File: config.mk
export PLATFORM = sky130hd
export DESIGN_NAME = nodf_handshake_tracker_flat
export DESIGN_NICKNAME = d
export VERILOG_FILES = /design/src/rtl/nodf_hs_if.sv /design/src/rtl/nodf_handshake_tracker.sv /design/src/flat_wrapper.sv
export SDC_FILE = /design/constraint.sdc
export NUM_CORES = 1
export LEC_CHECK = 0
export BUFFER_PORTS_ARGS = -buffer_cell sky130_fd_sc_hd__buf_2
export CAP_MARGIN = 10
export CELL_PAD_IN_SITES_DETAIL_PLACEMENT = 1
export CELL_PAD_IN_SITES_GLOBAL_PLACEMENT = 1
export CORE_MARGIN = 3
export CORE_UTILIZATION = 45
export DETAILED_ROUTE_END_ITERATION = 8
export GPL_TIMING_DRIVEN = 0
export PLACE_DENSITY = 0.87
export SLEW_MARGIN = 15
export SYNTH_ARGS = -nofsm -noshare
export SYNTH_HDL_FRONTEND = slang
export SYNTH_SLANG_ARGS = --single-unit
File: constraint.sdc
create_clock -name clock -period 7.8 [get_ports clock]
set_input_delay 0 -clock clock [delete_from_list [all_inputs] [get_ports clock]]
set_output_delay 0 -clock clock [all_outputs]
set_load 0.005 [all_outputs]
File: src/rtl/nodf_hs_if.sv
// ap_ctrl handshake bundle observed by nodf_handshake_tracker.
// The monitored block (or its stand-in) is the master.
interface nodf_hs_if;
    logic ap_start;
    logic ap_ready;
    logic ap_done;
    logic ap_continue;

    modport master (
        output ap_start,
        output ap_ready,
        output ap_done,
        output ap_continue
    );

    modport slave (
        input ap_start,
        input ap_ready,
        input ap_done,
        input ap_continue
    );
endinterface

File: src/rtl/nodf_handshake_tracker.sv
// Handshake tracker for one non-dataflow HLS block: status, counts,
// start-to-done latency statistics and stall accounting.
module nodf_handshake_tracker #(
    parameter int CNT_W    = 32,
    parameter int TS_DEPTH = 4
) (
    input  logic                        clock,
    input  logic                        reset,
    nodf_hs_if.slave                    hs,
    input  logic                        finish,
    output logic [1:0]                  status,
    output logic [CNT_W-1:0]            start_cnt,
    output logic [CNT_W-1:0]            done_cnt,
    output logic [$clog2(TS_DEPTH):0]   outstanding,
    output logic [CNT_W-1:0]            last_lat,
    output logic [CNT_W-1:0]            min_lat,
    output logic [CNT_W-1:0]            max_lat,
    output logic [CNT_W-1:0]            stall_cnt,
    output logic [CNT_W-1:0]            busy_cnt,
    output logic                        ts_overflow,
    output logic                        orphan_done
);
    localparam int AW = $clog2(TS_DEPTH);
    localparam int OW = AW + 1;

    typedef enum logic [1:0] {
        IDLE     = 2'd0,
        ACTIVE   = 2'd1,
        STALL    = 2'd2,
        FINISHED = 2'd3
    } state_t;

    state_t state_q, state_d;

    logic [CNT_W-1:0] cyc;
    logic [CNT_W-1:0] ts_mem [TS_DEPTH];
    logic [AW-1:0]    rd_ptr, wr_ptr;

    logic             frozen, st, dn, stall;
    logic             empty, full;
    logic             pop, push, bypass, orphan, ovf, lat_upd;
    logic [CNT_W-1:0] lat_new;
    logic [OW-1:0]    occ_next;

    function automatic logic [CNT_W-1:0] sat_inc(input logic [CNT_W-1:0] v);
        return (&v) ? v : v + CNT_W'(1);
    endfunction

    always_comb begin
        frozen  = (state_q == FINISHED);
        st      = hs.ap_start & hs.ap_ready;
        dn      = hs.ap_done & hs.ap_continue;
        stall   = hs.ap_done & ~hs.ap_continue;
        empty   = (outstanding == '0);
        full    = (outstanding == OW'(TS_DEPTH));
        pop     = dn & ~empty;
        // start and done together on an empty FIFO: zero-latency pass-through
        bypass  = dn & empty & st;
        orphan  = dn & empty & ~st;
        push    = st & ~bypass & (~full | pop);
        ovf     = st & full & ~pop;
        lat_upd = pop | bypass;
        lat_new = bypass ? '0 : cyc - ts_mem[rd_ptr];
        occ_next = outstanding + OW'(push) - OW'(pop);
    end

    always_comb begin
        state_d = IDLE;
        if (frozen || finish)
            state_d = FINISHED;
        else if (stall)
            state_d = STALL;
        else if (occ_next != '0)
            state_d = ACTIVE;
    end

    always_ff @(posedge clock) begin
        if (reset)
            state_q <= IDLE;
        else
            state_q <= state_d;
    end

    assign status = state_q;

    always_ff @(posedge clock) begin
        if (reset) begin
            cyc         <= '0;
            start_cnt   <= '0;
            done_cnt    <= '0;
            stall_cnt   <= '0;
            busy_cnt    <= '0;
            outstanding <= '0;
            rd_ptr      <= '0;
            wr_ptr      <= '0;
            last_lat    <= '0;
            min_lat     <= '1;
            max_lat     <= '0;
            ts_overflow <= 1'b0;
            orphan_done <= 1'b0;
            for (int i = 0; i < TS_DEPTH; i++)
                ts_mem[i] <= '0;
        end else if (!frozen) begin
            cyc <= cyc + CNT_W'(1);
            if (st)
                start_cnt <= sat_inc(start_cnt);
            if (dn)
                done_cnt <= sat_inc(done_cnt);
            if (stall)
                stall_cnt <= sat_inc(stall_cnt);
            if (outstanding != '0)
                busy_cnt <= sat_inc(busy_cnt);
            if (push) begin
                ts_mem[wr_ptr] <= cyc;
                wr_ptr         <= wr_ptr + AW'(1);
            end
            if (pop)
                rd_ptr <= rd_ptr + AW'(1);
            outstanding <= occ_next;
            if (lat_upd) begin
                last_lat <= lat_new;
                if (lat_new < min_lat)
                    min_lat <= lat_new;
                if (lat_new > max_lat)
                    max_lat <= lat_new;
            end
            if (ovf)
                ts_overflow <= 1'b1;
            if (orphan)
                orphan_done <= 1'b1;
        end
    end
endmodule

File: src/flat_wrapper.sv
// flat-port wrapper written by rule: the top's interface ports become plain ports
module nodf_handshake_tracker_flat 
#(
    parameter int CNT_W    = 32,
    parameter int TS_DEPTH = 4
)
  (clock, reset, finish, status, start_cnt, done_cnt, outstanding, last_lat, min_lat, max_lat, stall_cnt, busy_cnt, ts_overflow, orphan_done, hs_ap_start, hs_ap_ready, hs_ap_done, hs_ap_continue);
  nodf_hs_if hs_i ();
  input  logic clock;
  input  logic reset;
  input  logic finish;
  output logic [1:0] status;
  output logic [CNT_W-1:0] start_cnt;
  output logic [CNT_W-1:0] done_cnt;
  output logic [$clog2(TS_DEPTH):0] outstanding;
  output logic [CNT_W-1:0] last_lat;
  output logic [CNT_W-1:0] min_lat;
  output logic [CNT_W-1:0] max_lat;
  output logic [CNT_W-1:0] stall_cnt;
  output logic [CNT_W-1:0] busy_cnt;
  output logic ts_overflow;
  output logic orphan_done;
  input wire logic [$bits(hs_i.ap_start)-1:0] hs_ap_start;
  input wire logic [$bits(hs_i.ap_ready)-1:0] hs_ap_ready;
  input wire logic [$bits(hs_i.ap_done)-1:0] hs_ap_done;
  input wire logic [$bits(hs_i.ap_continue)-1:0] hs_ap_continue;
  assign hs_i.ap_start = hs_ap_start;
  assign hs_i.ap_ready = hs_ap_ready;
  assign hs_i.ap_done = hs_ap_done;
  assign hs_i.ap_continue = hs_ap_continue;
  nodf_handshake_tracker #(.CNT_W(CNT_W), .TS_DEPTH(TS_DEPTH)) u_core (.clock(clock), .reset(reset), .hs(hs_i), .finish(finish), .status(status), .start_cnt(start_cnt), .done_cnt(done_cnt), .outstanding(outstanding), .last_lat(last_lat), .min_lat(min_lat), .max_lat(max_lat), .stall_cnt(stall_cnt), .busy_cnt(busy_cnt), .ts_overflow(ts_overflow), .orphan_done(orphan_done));
endmodule
==> results.sh <==
export IMPL_p_leak_nw=10.11
export IMPL_critPathMaxFanout=10
export IMPL_grt_overflow=0
export IMPL_die_area_um2=47100
export IMPL_design_power_total_mw=5.916
export IMPL_wire_per_inst_um=22.64
export IMPL_fmax_mhz=133.3
export IMPL_clk_latency_ns=0.58
export IMPL_cp_start_kind="register"
export IMPL_drt_iter0_drc=1442
export IMPL_hold_violations=0
export IMPL_ys_seq_area_frac=0.4606
export IMPL_setup_viol=0
export IMPL_critPathCaptureType="register"
export IMPL_syn_to_final_growth_pct=18.21
export IMPL_top_layer="met4"
export IMPL_cts_buffers=44
export IMPL_num_antenna_cells=0
export IMPL_clk_pin_slew_ns=0.06
export IMPL_critPathTopFamily="compound AO/OA/AOI/OAI gates"
export IMPL_cts_tree="built"
export IMPL_start_util=0.4601
export IMPL_synth_area_um2=20040
export IMPL_antenna_found_initial=0
export IMPL_slew_viol_final=0
export IMPL_drt_pass1_iterations=5
export IMPL_finalCritPeriodShare=0.9620
export IMPL_fillers=5107
export IMPL_ys_seq_elements=397
export IMPL_coreArea_um2=43550
export IMPL_finalCriticalPeriod_ns=7.503
export IMPL_clock_sinks=397
export IMPL_num_io_pins=238
export IMPL_syn_avg_cell_area_um2=9.251
export IMPL_layout_drive_gt1_share=0.1550
export IMPL_wl_met3_um=4518
export IMPL_cp_cell_sequence="clkbuf_1 -> clkdlybuf4s18_2 -> mux4_2 -> inv_1 -> ha_1 -> a211o_1 -> a21oi_1 -> a21oi_1 -> o31ai_1 -> nand2_1 -> a31oi_1 -> mux2i_1 -> inv_1 -> ha_1 -> nand2_1 -> nor4_1 -> nor4b_1 -> a211oi_1 -> nor2_2 -> clkbuf_1 -> nand2_1 -> a21oi_1"
export IMPL_synthFlopType="dfxtp_1"
export IMPL_synth_fp_nets=2277
export IMPL_drc_errors=0
export IMPL_p_per_area_nw_per_um2=249.8
export IMPL_fin_nets=2568
export IMPL_tightest_slew_ns=1.110
export IMPL_synth_edf_count=128
export IMPL_grt_usage=0.2899
export IMPL_mostFrequentLayoutCell="nor2_1"
export IMPL_ir_drop_mv=0.1556
export IMPL_rows=76
export IMPL_path_buf_inv=5
export IMPL_fp_dieW_um=217.0
export IMPL_fin_skew_ns=0.02088
export IMPL_dr_wl_met2_um=33510
export IMPL_hp_class="in -> reg"
export IMPL_h_tree_depth=2
export IMPL_place_gp_congestion=0.8903
export IMPL_cp_required_ns=8.29
export IMPL_die_y_um=217.0
export IMPL_setup_tns_final_ns=0
export IMPL_grt_pass1_vias=19080
export IMPL_timing_slew_headroom=0.2543
export IMPL_grt_first_pass_wirelength_um=108300
export IMPL_portBuffers=237
export IMPL_clk_path_buf_depth=3
export IMPL_critPathMaxStageDelay_ns=0.55
export IMPL_ys_types=74
export IMPL_grt_start_max_net_pins=33
export IMPL_via_per_inst=5.878
export IMPL_wl_met1_um=27980
export IMPL_arrival_ns=7.99
export IMPL_final_area_um2=23690
export IMPL_netlist_instances=2166
export IMPL_yosys_warnings=0
export IMPL_ant_nets=0
export IMPL_worst_setup_path_type="reg -> reg"
export IMPL_synthArstFlopShare=0
export IMPL_vias=18080
export IMPL_critical_path_slowest_cell="mux4_2"
export IMPL_status="completed"
export IMPL_dpl_instance_area_um2=22080
export IMPL_wirelength_um=69630
export IMPL_cts_root_buf="clkbuf_16"
export IMPL_cap_viol_max_count=0
export IMPL_cts_post_setup_buffers_inserted=0
export IMPL_dp_hpwl_um=50300
export IMPL_final_cell_mix="290 x nor2_1, 269 x dfxtp_1, 246 x buf_2"
[registers in the layout (all words and copies together) (netlist names), 2 cells and up, named ones only]
register	cells
u_core.stall_cnt	32
u_core.cyc	32
u_core.status	2
u_core.start_cnt	32
u_core.max_lat	32
u_core.done_cnt	32
u_core.outstanding	3
u_core.last_lat	32
u_core.min_lat	32
u_core.rd_ptr	2
u_core.ts_mem	128
u_core.busy_cnt	32
u_core.wr_ptr	2
[per-stage QoR]
stage,util,setup slack [ns],hold slack (ns),std cells
floorplan,-,2.009,0.1665,2166
global placement,0.5041,0.2035,0.2609,2988
detailed placement,0.5071,0.0000008882,0.2835,2991
CTS,0.5433,0.1389,0.02020,3076
global route,0.5439,-0.03956,0.09316,3076
finish,0.5439,0.2967,0.06503,3076
[power breakdown]
part / switching, mW / total, mW / internal (mW)
sequential: 0.113 / 2.37 / 2.26
clock: 0.887 / 2.19 / 1.31
combinational: 0.873 / 1.35 / 0.476
[path summary, 6_finish.rpt]
kind / to / slack [ns] / cells after the start / startpoint
max: u_core.max_lat[14] / 0.30 / 22 / register
min: u_core.ts_overflow / 0.07 / 4 / hs_ap_continue
max reg2reg: u_core.max_lat[14] / 0.30 / 22 / register
min reg2reg: u_core.last_lat[7] / 0.45 / 2 / u_core.last_lat[7]
[layer usage]
metal / global-route usage / vias up
li1: - / 8137
met1: 0.3550 / 9002
met2: 0.4968 / 739
met3: 0.04580 / 202
met4: 0.1461 / 0
met5: 0 / -
[worst register-to-register path: cells and delay by family, from the launching register on]
kind,cells,cell delay (ns)
simple gates,6,1.77
buf+inv,5,1.58
compound gates,7,2.09
mux,2,1.03
fa+ha+maj,2,0.64
flops,1,0.31
[cells in the mapped netlist, drive strengths merged (11+ instances only)]
| cell type | instances | area, µm² |
|---|---|---|
| buf | 25 | 120.1 |
| and4 | 16 | 140.1 |
| o31ai | 20 | 185.2 |
| xnor2 | 52 | 455.4 |
| o311ai | 17 | 148.9 |
| o211ai | 11 | 82.58 |
| nor4 | 11 | 81.32 |
| and3 | 31 | 193.9 |
| nand2b | 13 | 81.33 |
| clkbuf | 64 | 241.5 |
| o21ai | 78 | 390.4 |
| inv | 159 | 596.8 |
| or3 | 35 | 219.0 |
| nand3 | 78 | 390.4 |
| dfxtp | 269 | 5385 |
| ha | 102 | 1276 |
| and2 | 47 | 294.0 |
| a21oi | 130 | 650.6 |
| nand4 | 51 | 331.6 |
| edfxtp | 128 | 3844 |
| xor2 | 107 | 937.2 |
| mux2i | 12 | 120.1 |
| nand2 | 236 | 885.9 |
| nor3 | 29 | 145.1 |
| a21o | 24 | 180.2 |
| nor2 | 291 | 1092 |
| mux4 | 32 | 720.7 |
[cell type report]
| cell class | count | area (µm²) | share of cell area |
|---|---|---|---|
| Timing Repair Buffer | 245 | 1319 | 0.05567 |
| Multi-Input combinational cell | 1521 | 9920 | 0.4188 |
| Clock inverter | 19 | 205.2 | 0.008663 |
| Sequential cell | 397 | 9229 | 0.3896 |
| Tap cell | 585 | 732.0 | 0.03090 |
| Inverter | 159 | 596.8 | 0.02520 |
| Clock buffer | 61 | 1309 | 0.05525 |
| Buffer | 89 | 377.9 | 0.01595 |
[kinds of logic (layout without fill, tap and decap cells)]
group                      after synthesis  after routing  synth area share
and+or+nand+nor                        868            868            0.2042
DFF                                    397            397            0.4606
AOI/OAI and AO/OA                      345            345            0.1096
buffers and inverters                  248            573           0.04783
xor gates and xnor gates               159            159           0.06950
adders and majority gates              104            104           0.06569
muxes                                   45             45           0.04252
[what timing repair did]
item	4_1_cts	5_1_grt
hold buffers	5	0
resized for setup	4	8
endpoints found under the setup margin	19	41
hold endpoints to repair	6	0
Note: power is estimated with default switching activity, not from simulation.
